`src/rtl/uart_cmd_parser_pkg.sv`:
```
// Shared definitions for the UART command parser: FSM state encoding,
// ASCII constants recognised by the parser and small byte classifiers.
package uart_cmd_pkg;

  localparam int BYTE_W = 8;

  typedef enum logic [2:0] {
    ST_IDLE  = 3'd0,
    ST_GOT_S = 3'd1,
    ST_DIG1  = 3'd2,
    ST_DIG2  = 3'd3,
    ST_DROP  = 3'd4
  } state_t;

  localparam logic [BYTE_W-1:0] ASC_CR    = 8'h0D;
  localparam logic [BYTE_W-1:0] ASC_LF    = 8'h0A;
  localparam logic [BYTE_W-1:0] ASC_S_UP  = 8'h53;
  localparam logic [BYTE_W-1:0] ASC_S_LO  = 8'h73;
  localparam logic [BYTE_W-1:0] ASC_PLUS  = 8'h2B;
  localparam logic [BYTE_W-1:0] ASC_MINUS = 8'h2D;
  localparam logic [BYTE_W-1:0] ASC_QUERY = 8'h3F;
  localparam logic [BYTE_W-1:0] ASC_0     = 8'h30;
  localparam logic [BYTE_W-1:0] ASC_1     = 8'h31;
  localparam logic [BYTE_W-1:0] ASC_9     = 8'h39;

  // End of line is either carriage return or line feed.
  function automatic logic is_eol(input logic [BYTE_W-1:0] b);
    return (b == ASC_CR) || (b == ASC_LF);
  endfunction

  // Decimal digit '0'..'9'.
  function automatic logic is_digit(input logic [BYTE_W-1:0] b);
    return (b >= ASC_0) && (b <= ASC_9);
  endfunction

endpackage

```
`src/rtl/uart_cmd_parser.sv`:
```
// ASCII command parser for the temperature threshold. Single-byte commands
// step the threshold or request a status frame; "S<d>[<d>]<EOL>" loads it.
// Malformed lines are flagged once and the rest of the line is dropped; a
// line left idle too long is abandoned.
module uart_cmd_parser
  import uart_cmd_pkg::*;
#(
  parameter int CLK_FRE    = 50,
  parameter int THRES_INIT = 40,
  parameter int THRES_MAX  = 80,
  parameter int TIMEOUT_MS = 100
) (
  input  logic              clk,
  input  logic              rst_n,
  input  logic              recv_en,
  input  logic [BYTE_W-1:0] recv_data,
  output logic [BYTE_W-1:0] temp_thres,
  output logic              thres_upd,
  output logic              query_req,
  output logic              cmd_err
);

  localparam logic [31:0]       GAP_LIMIT = 32'(CLK_FRE * 1000 * TIMEOUT_MS);
  localparam logic [BYTE_W-1:0] MAX_8     = 8'(THRES_MAX);
  localparam logic [BYTE_W-1:0] INIT_8    = 8'(THRES_INIT);

  state_t      state;
  logic        recv_en_p0;
  logic        byte_evt;
  logic [6:0]  acc;
  logic [6:0]  digit;
  logic [31:0] gap;
  logic        timeout;

  // Saturating step up, pinned at the highest legal threshold.
  function automatic logic [BYTE_W-1:0] sat_inc(input logic [BYTE_W-1:0] t);
    return (t >= MAX_8) ? MAX_8 : t + 8'd1;
  endfunction

  // Saturating step down, pinned at zero.
  function automatic logic [BYTE_W-1:0] sat_dec(input logic [BYTE_W-1:0] t);
    return (t == 8'd0) ? 8'd0 : t - 8'd1;
  endfunction

  // A byte is complete when recv_en falls.
  assign byte_evt = recv_en_p0 && !recv_en;
  assign digit    = 7'(recv_data - ASC_0);
  // A byte arriving in the same cycle overrides the timeout.
  assign timeout  = (state != ST_IDLE) && (gap == GAP_LIMIT) && !byte_evt;

  // Delay recv_en by one cycle for falling-edge detection.
  always_ff @(posedge clk or negedge rst_n) begin
    if (!rst_n) recv_en_p0 <= 1'b0;
    else        recv_en_p0 <= recv_en;
  end

  // Inter-byte gap counter: cleared by every byte, runs only mid-line.
  always_ff @(posedge clk or negedge rst_n) begin
    if (!rst_n) begin
      gap <= '0;
    end else if (byte_evt || timeout) begin
      gap <= '0;
    end else if (state != ST_IDLE) begin
      gap <= gap + 32'd1;
    end
  end

  // Parser FSM with threshold register and one-cycle result pulses.
  always_ff @(posedge clk or negedge rst_n) begin
    if (!rst_n) begin
      state      <= ST_IDLE;
      temp_thres <= INIT_8;
      acc        <= '0;
      thres_upd  <= 1'b0;
      query_req  <= 1'b0;
      cmd_err    <= 1'b0;
    end else begin
      thres_upd <= 1'b0;
      query_req <= 1'b0;
      cmd_err   <= 1'b0;
      if (byte_evt) begin
        case (state)
          ST_IDLE: begin
            if (recv_data == ASC_1 || recv_data == ASC_PLUS) begin
              temp_thres <= sat_inc(temp_thres);
              thres_upd  <= 1'b1;
            end else if (recv_data == ASC_0 || recv_data == ASC_MINUS) begin
              temp_thres <= sat_dec(temp_thres);
              thres_upd  <= 1'b1;
            end else if (recv_data == ASC_QUERY) begin
              query_req <= 1'b1;
            end else if (recv_data == ASC_S_UP || recv_data == ASC_S_LO) begin
              state <= ST_GOT_S;
            end else if (!is_eol(recv_data)) begin
              cmd_err <= 1'b1;
            end
          end
          ST_GOT_S: begin
            if (is_digit(recv_data)) begin
              acc   <= digit;
              state <= ST_DIG1;
            end else if (is_eol(recv_data)) begin
              cmd_err <= 1'b1;
              state   <= ST_IDLE;
            end else begin
              cmd_err <= 1'b1;
              state   <= ST_DROP;
            end
          end
          ST_DIG1, ST_DIG2: begin
            if (is_eol(recv_data)) begin
              if ({1'b0, acc} <= MAX_8) begin
                temp_thres <= {1'b0, acc};
                thres_upd  <= 1'b1;
              end else begin
                cmd_err <= 1'b1;
              end
              state <= ST_IDLE;
            end else if (state == ST_DIG1 && is_digit(recv_data)) begin
              acc   <= 7'(acc * 7'd10 + digit);
              state <= ST_DIG2;
            end else begin
              cmd_err <= 1'b1;
              state   <= ST_DROP;
            end
          end
          ST_DROP: begin
            if (is_eol(recv_data)) state <= ST_IDLE;
          end
          default: state <= ST_IDLE;
        endcase
      end else if (timeout) begin
        if (state != ST_DROP) cmd_err <= 1'b1;
        state <= ST_IDLE;
      end
    end
  end

endmodule

```
`config.mk`:
```
export PLATFORM = sky130hd
export DESIGN_NAME = uart_cmd_parser
export DESIGN_NICKNAME = d
export VERILOG_FILES = /design/src/rtl/uart_cmd_parser_pkg.sv /design/src/rtl/uart_cmd_parser.sv
export SDC_FILE = /design/constraint.sdc
export NUM_CORES = 1
export LEC_CHECK = 0
export CAP_MARGIN = 20
export CORE_ASPECT_RATIO = 0.8
export CORE_UTILIZATION = 40
export DETAILED_ROUTE_END_ITERATION = 10
export PLACE_DENSITY = 0.58
export SLEW_MARGIN = 20
export SYNTH_ARGS = -nofsm -noshare
export SYNTH_HDL_FRONTEND = slang
export SYNTH_SLANG_ARGS = --single-unit
```
`constraint.sdc`:
```
create_clock -name clk -period 5 [get_ports clk]
set_input_delay 1.5 -clock clk [delete_from_list [all_inputs] [get_ports clk]]
set_output_delay 1.5 -clock clk [all_outputs]
set_load 0.03 [all_outputs]
```
# ---- After elaboration in Yosys (flattened, before gate mapping)
# Cells that the tools add are included.
dict set report classes {
  n_mux 49
  n_div 0
  n_addsub 5
  reduce_logical 23
  bitwise 0
  shifts 0
  eq_ne 26
  order_cmp 4
  n_mul 1
}
# cell n
set op_table {}
lappend op_table {{2-to-1 mux 32 bit} 2}
lappend op_table {{2-to-1 mux 8 bit} 6}
lappend op_table {{equality test 8 x 6 -> 1 bit (second input constant)} 5}
lappend op_table {{2-to-1 mux 3 bit} 11}
lappend op_table {{adder 32 x 1 -> 32 bit (second input constant)} 1}
lappend op_table {{equality test 32 x 23 -> 1 bit (second input constant)} 1}
lappend op_table {{2-to-1 mux 1 bit} 22}
lappend op_table {{2-to-1 mux 7 bit} 3}
lappend op_table {{!= test 3 bit (second input constant)} 7}
lappend op_table {{equality test 8 x 4 -> 1 bit (second input constant)} 2}
lappend op_table {{equality test 8 x 7 -> 1 bit (second input constant)} 2}
lappend op_table {{one-hot mux 8 bit (2 select lines)} 1}
lappend op_table {{one-hot mux 7 bit (2 select lines)} 1}
lappend op_table {{one-hot mux 3 bit (4 select lines)} 1}
lappend op_table {{!= test 2 bit (second input constant)} 5}
lappend op_table {{AND reduction 5 bit} 2}
lappend op_table {{adder 8 x 1 -> 8 bit (second input constant)} 1}
lappend op_table {{>= comparator 8 x 6 -> 1 bit (second input constant)} 1}
lappend op_table {{>= comparator 8 x 7 -> 1 bit (second input constant)} 1}
lappend op_table {{<= comparator 8 x 6 -> 1 bit (second input constant)} 1}
lappend op_table {{logical NOT 8 bit} 1}
lappend op_table {{nonzero test 2 bit} 4}
lappend op_table {{subtractor 8 x 1 -> 8 bit (second input constant)} 1}
lappend op_table {{adder 7 bit} 1}
lappend op_table {{other kinds (15)} 25}
dict set report totals {
  output_inout_bits 11
  register_bits 54
  rom_bits 0
  elab_cells 116
  memories 0
  latchBits 0
  ram_bits 0
}

# ---- Depth between registers and ports, before layout
dict set report depth {
  depth_word 9
  depth_mapped 9
}

# ---- Worst setup path before layout
# OpenSTA, ideal clock, no wires.
dict set report synth_timing {
  kind {input -> register}
  start {input recv_data[4]}
  end {register temp_thres[2]}
  arrival_time_ps 2969
  path_slack_ps 1941
  stages 8
  path_buffers 1
  setup_ps 90
  path_cell_list {inv_1 > ha_1 > and4bb_2 > a221oi_1 > nor3_1 > a31o_2 > clkbuf_8 > o221ai_1}
}
dict set report synth_via {
  elab_chain_cells 4
}
# item line
set synth_rtl {}
lappend synth_rtl {{start: declaration} uart_cmd_parser.sv:16} ;# input logic [BYTE_W-1:0] recv_data,
lappend synth_rtl {{equality test 8 x 6 -> 1 bit, or another cell as far along} uart_cmd_parser.sv:84} ;# if (recv_data == ASC_1 || recv_data == ASC_PLUS) begin
lappend synth_rtl {{logical OR 1 bit (on tied branches)} {uart_cmd_parser.sv:84, uart_cmd_parser.sv:87, uart_cmd_parser_pkg.sv:28}}
lappend synth_rtl {{!= test 3 bit (no source line), or another cell as far along} n/a}
lappend synth_rtl {{AND reduction 5 bit (no source line) / one-hot mux 8 bit (2 select lines) (equally long branches)} n/a}
lappend synth_rtl {{end signal: assignment} uart_cmd_parser.sv:85} ;# temp_thres <= sat_inc(temp_thres);
lappend synth_rtl {{end signal: assignment} uart_cmd_parser.sv:88} ;# temp_thres <= sat_dec(temp_thres);
lappend synth_rtl {{end signal: assignment} uart_cmd_parser.sv:113} ;# temp_thres <= {1'b0, acc};
lappend synth_rtl {{end: declaration} uart_cmd_parser.sv:17} ;# output logic [BYTE_W-1:0] temp_thres,
# Parallel ways exist; a longest one is shown, timed or not.
# A chain may end at the register's enable or synchronous reset.

# ---- Final worst setup path
dict set report layout_timing {
  start {input recv_data[4]}
  end {register temp_thres[6]}
}
# Same word-level chain as after synthesis.

==> flow_metrics.tcl <==
set metrics [dict create \
    antenna_found_initial 0 \
    worstPathMaxFanout 17 \
    tns_ps 0 \
    dp_hpwl_mm 6.11 \
    synth_cells 411 \
    synth_flop_cell "dfrtp_1" \
    intPower_uw 894 \
    wire_per_inst_um 15.3 \
    drive_above_1_share 0.0769 \
    pre_cts_ws_ps 1180 \
    dieArea_um2 9520 \
    cts_max_level 2 \
    cts_buffers 5 \
    grt_first_pass_wirelength_mm 13.9 \
    yosysSeqAreaShare 0.371 \
    p_clk_frac 0.296 \
    portBuffers 21 \
    hold_buffers 0 \
    drtPass1Iterations 4 \
    synth_area_leaders "dfrtp_1 (36%), ha_1 (6.2%), nor2_1 (5.0%)" \
    start_util 0.421 \
    timing.critical_path.slowest_cell_delay_ps 530 \
    power_frac_comb 0.291 \
    synth.most_common_cell "dfrtp_1" \
    p_leak_uw 0.00174 \
    viasPerCell 5.50 \
    synth_compound_area_frac 0.141 \
    wirelength_mm 8.29 \
    netlist.top_cell.by_area "dfrtp_1" \
    hp-class "reg -> reg" \
    syn-num-nets 442 \
    ys_ff_latch 54 \
    setup_viol 0 \
    hold_viol 0 \
    p_switching_uw 436 \
    vdd.ir_drop.worst_mv 0.164 \
    cpMaxStageDelayCell "clkdlybuf4s50_1" \
    synth_top_area_share 0.356 \
    arrival_ps 3710 \
    rows 30 \
    die_x_um 109 \
    yosysUniqueCellTypes 65 \
    power.density_nw_per_um2 323 \
    cts_resized 0 \
    synth_top_family_by_area "simple AND/OR/NAND/NOR gates" \
    synth_edf_count 0 \
    fillers 839 \
    cap_violations 0 \
    whs_ps 535 \
    p_seq_frac 0.413 \
    required_ps 5160 \
    cts.clk_slew.worst_paths_ps 70 \
    path_cells "clkdlybuf4s50_1 > inv_1 > ha_1 > and4bb_2 > a221oi_1 > nor3_1 > a31o_2 > o21ai_0 > o22ai_1" \
    synth-adder-area-share 0.0726 \
    place_congestion 0.846 \
    async_flop_share 1.00 \
    status "finished, final reports clean" \
    post_cts_buffers 0 \
    drc_errors 0 \
    first_global_vias 2739 \
    tritoncts "yes" \
    core_um2 8670 \
    rsz0062_at_grt "false" \
    die-height_um 87.5 \
    yosysWarnings 0 \
    synth_area_um2 3650 \
    avgSynthCellArea_um2 8.89 \
    ant_nets 0 \
    clk_path_buf_depth 2 \
    maxSlewHeadroom 0.556 \
    netSwitchingFraction 0.328 \
    max_freq_mhz 282 \
    criticalPathCategory "in -> reg" \
    fin_skew_ps 7.07 \
    hold_path_depth 2 \
    area_growth_pct 12.8 \
    synthSimpleGateAreaFrac 0.262 \
    fin_crit_ps 3550 \
    reg2reg_depth 9 \
    grt_usage 0.189 \
    synthMuxAreaShare 0.0291 \
    drt_iter0_drc 138 \
    grt_overflow 0 \
    worstMarginPinSlew_ps 656 \
    synthXorXnorAreaFrac 0.0815 \
    n_antenna_cell 0 \
    rrSetupSlack_ps 2570 \
    dpl.cell_count 532 \
    end_kind "flop" \
    clk_latency_ps 290 \
    synth_common_cells "dfrtp_1 (52), nor2_1 (49), nand2_1 (40), inv_1 (23), xor2_1 (21)" \
    vias 2977 \
    cts.sinks 54 \
    start_kind "input port" \
    grt_max_degree 32 \
    nNetsFinal 459 \
    drv_slew 0 \
    layout_setup_ws_ps 1450 \
    fin_crit_sh 0.710 \
    final_cells 541 \
    cts_root_buffer "clkbuf_16" \
    pin_count 22 \
]
## per-stage QoR
stage | utilization | power (uW) | area, um2
floorplan | - | 818 | 3650
global placement | 0.455 | 947 | 3950
detailed placement | 0.455 | 946 | 3950
CTS | 0.474 | 1350 | 4110
global route | 0.475 | 1410 | 4120
finish | 0.475 | 1330 | 4120
## worst paths after layout
path                                    from            end
min in group asynchronous              rst_n        gap[21]
worst max-delay path            recv_data[4]  temp_thres[6]
worst min register to register        acc[6]         acc[6]
max in group asynchronous              rst_n  temp_thres[3]
worst max register to register        acc[3]         acc[6]
worst min-delay path                  acc[6]         acc[6]
## sequential cells by signal, summed over array words and instances (netlist names)
| name | cells |
|---|---|
| query_req | 1 |
| cmd_err | 1 |
| temp_thres | 8 |
| gap | 32 |
| state | 3 |
| thres_upd | 1 |
| recv_en_p0 | 1 |
| acc | 7 |
## critical path: cells and delay by family
family	cells	cell delay, ps
fa+ha+maj	1	240
simple gates	2	370
compound gates	4	980
buf+inv	2	630
## cell type report
class                           instances  area, um2  share of cell area
Inverter                               23       86.3              0.0209
Clock buffer                            6        129              0.0313
Multi-Input combinational cell        320       2150               0.521
Tap cell                              112        140              0.0340
Timing Repair Buffer                   24        228              0.0553
Clock inverter                          2       37.5             0.00911
Sequential cell                        54       1350               0.328
## power groups by stage
stage                     clock [uW]  sequential (uW)  combinational (uW)
after global routing             422              558                 430
after global placement             0              558                 390
after floorplan                    0              584                 234
after CTS                        406              549                 391
final                            394              549                 387
after detailed placement           0              557                 390
## kinds of logic after synthesis
family,Yosys count
adder cells (fa/ha/maj),20
AO/OA/AOI/OAI,75
flip-flops,54
multiplexers,9
AND/OR/NAND/NOR,182
buffers and inverters,37
XOR/XNOR,34
## placed cells by master (no fill, tap or decap), types with 6 or more instances in the layout
cell	Yosys	layout
ha_1	18	18
clkdlybuf4s50_1	0	20
nand2_1	40	39
xor2_1	21	21
nor2_1	49	49
nand3_1	16	16
a21oi_1	19	19
xnor2_1	13	13
nand4_1	9	9
dfrtp_1	52	52
inv_1	23	23
or3_1	9	9
and3_1	8	8
o21ai_0	20	20
nand2b_1	6	6
nor3_1	16	16
## routing by layer
layer  vias to the layer above  global-route usage  routed length, um
met4                         0              0.0455                 50
met2                        53               0.266               3410
li1                       1496                   -                  -
met5                         -                   0                  0
met1                      1423               0.295               4550
met3                         5              0.0299                290
(Power assumes the default switching activity.)
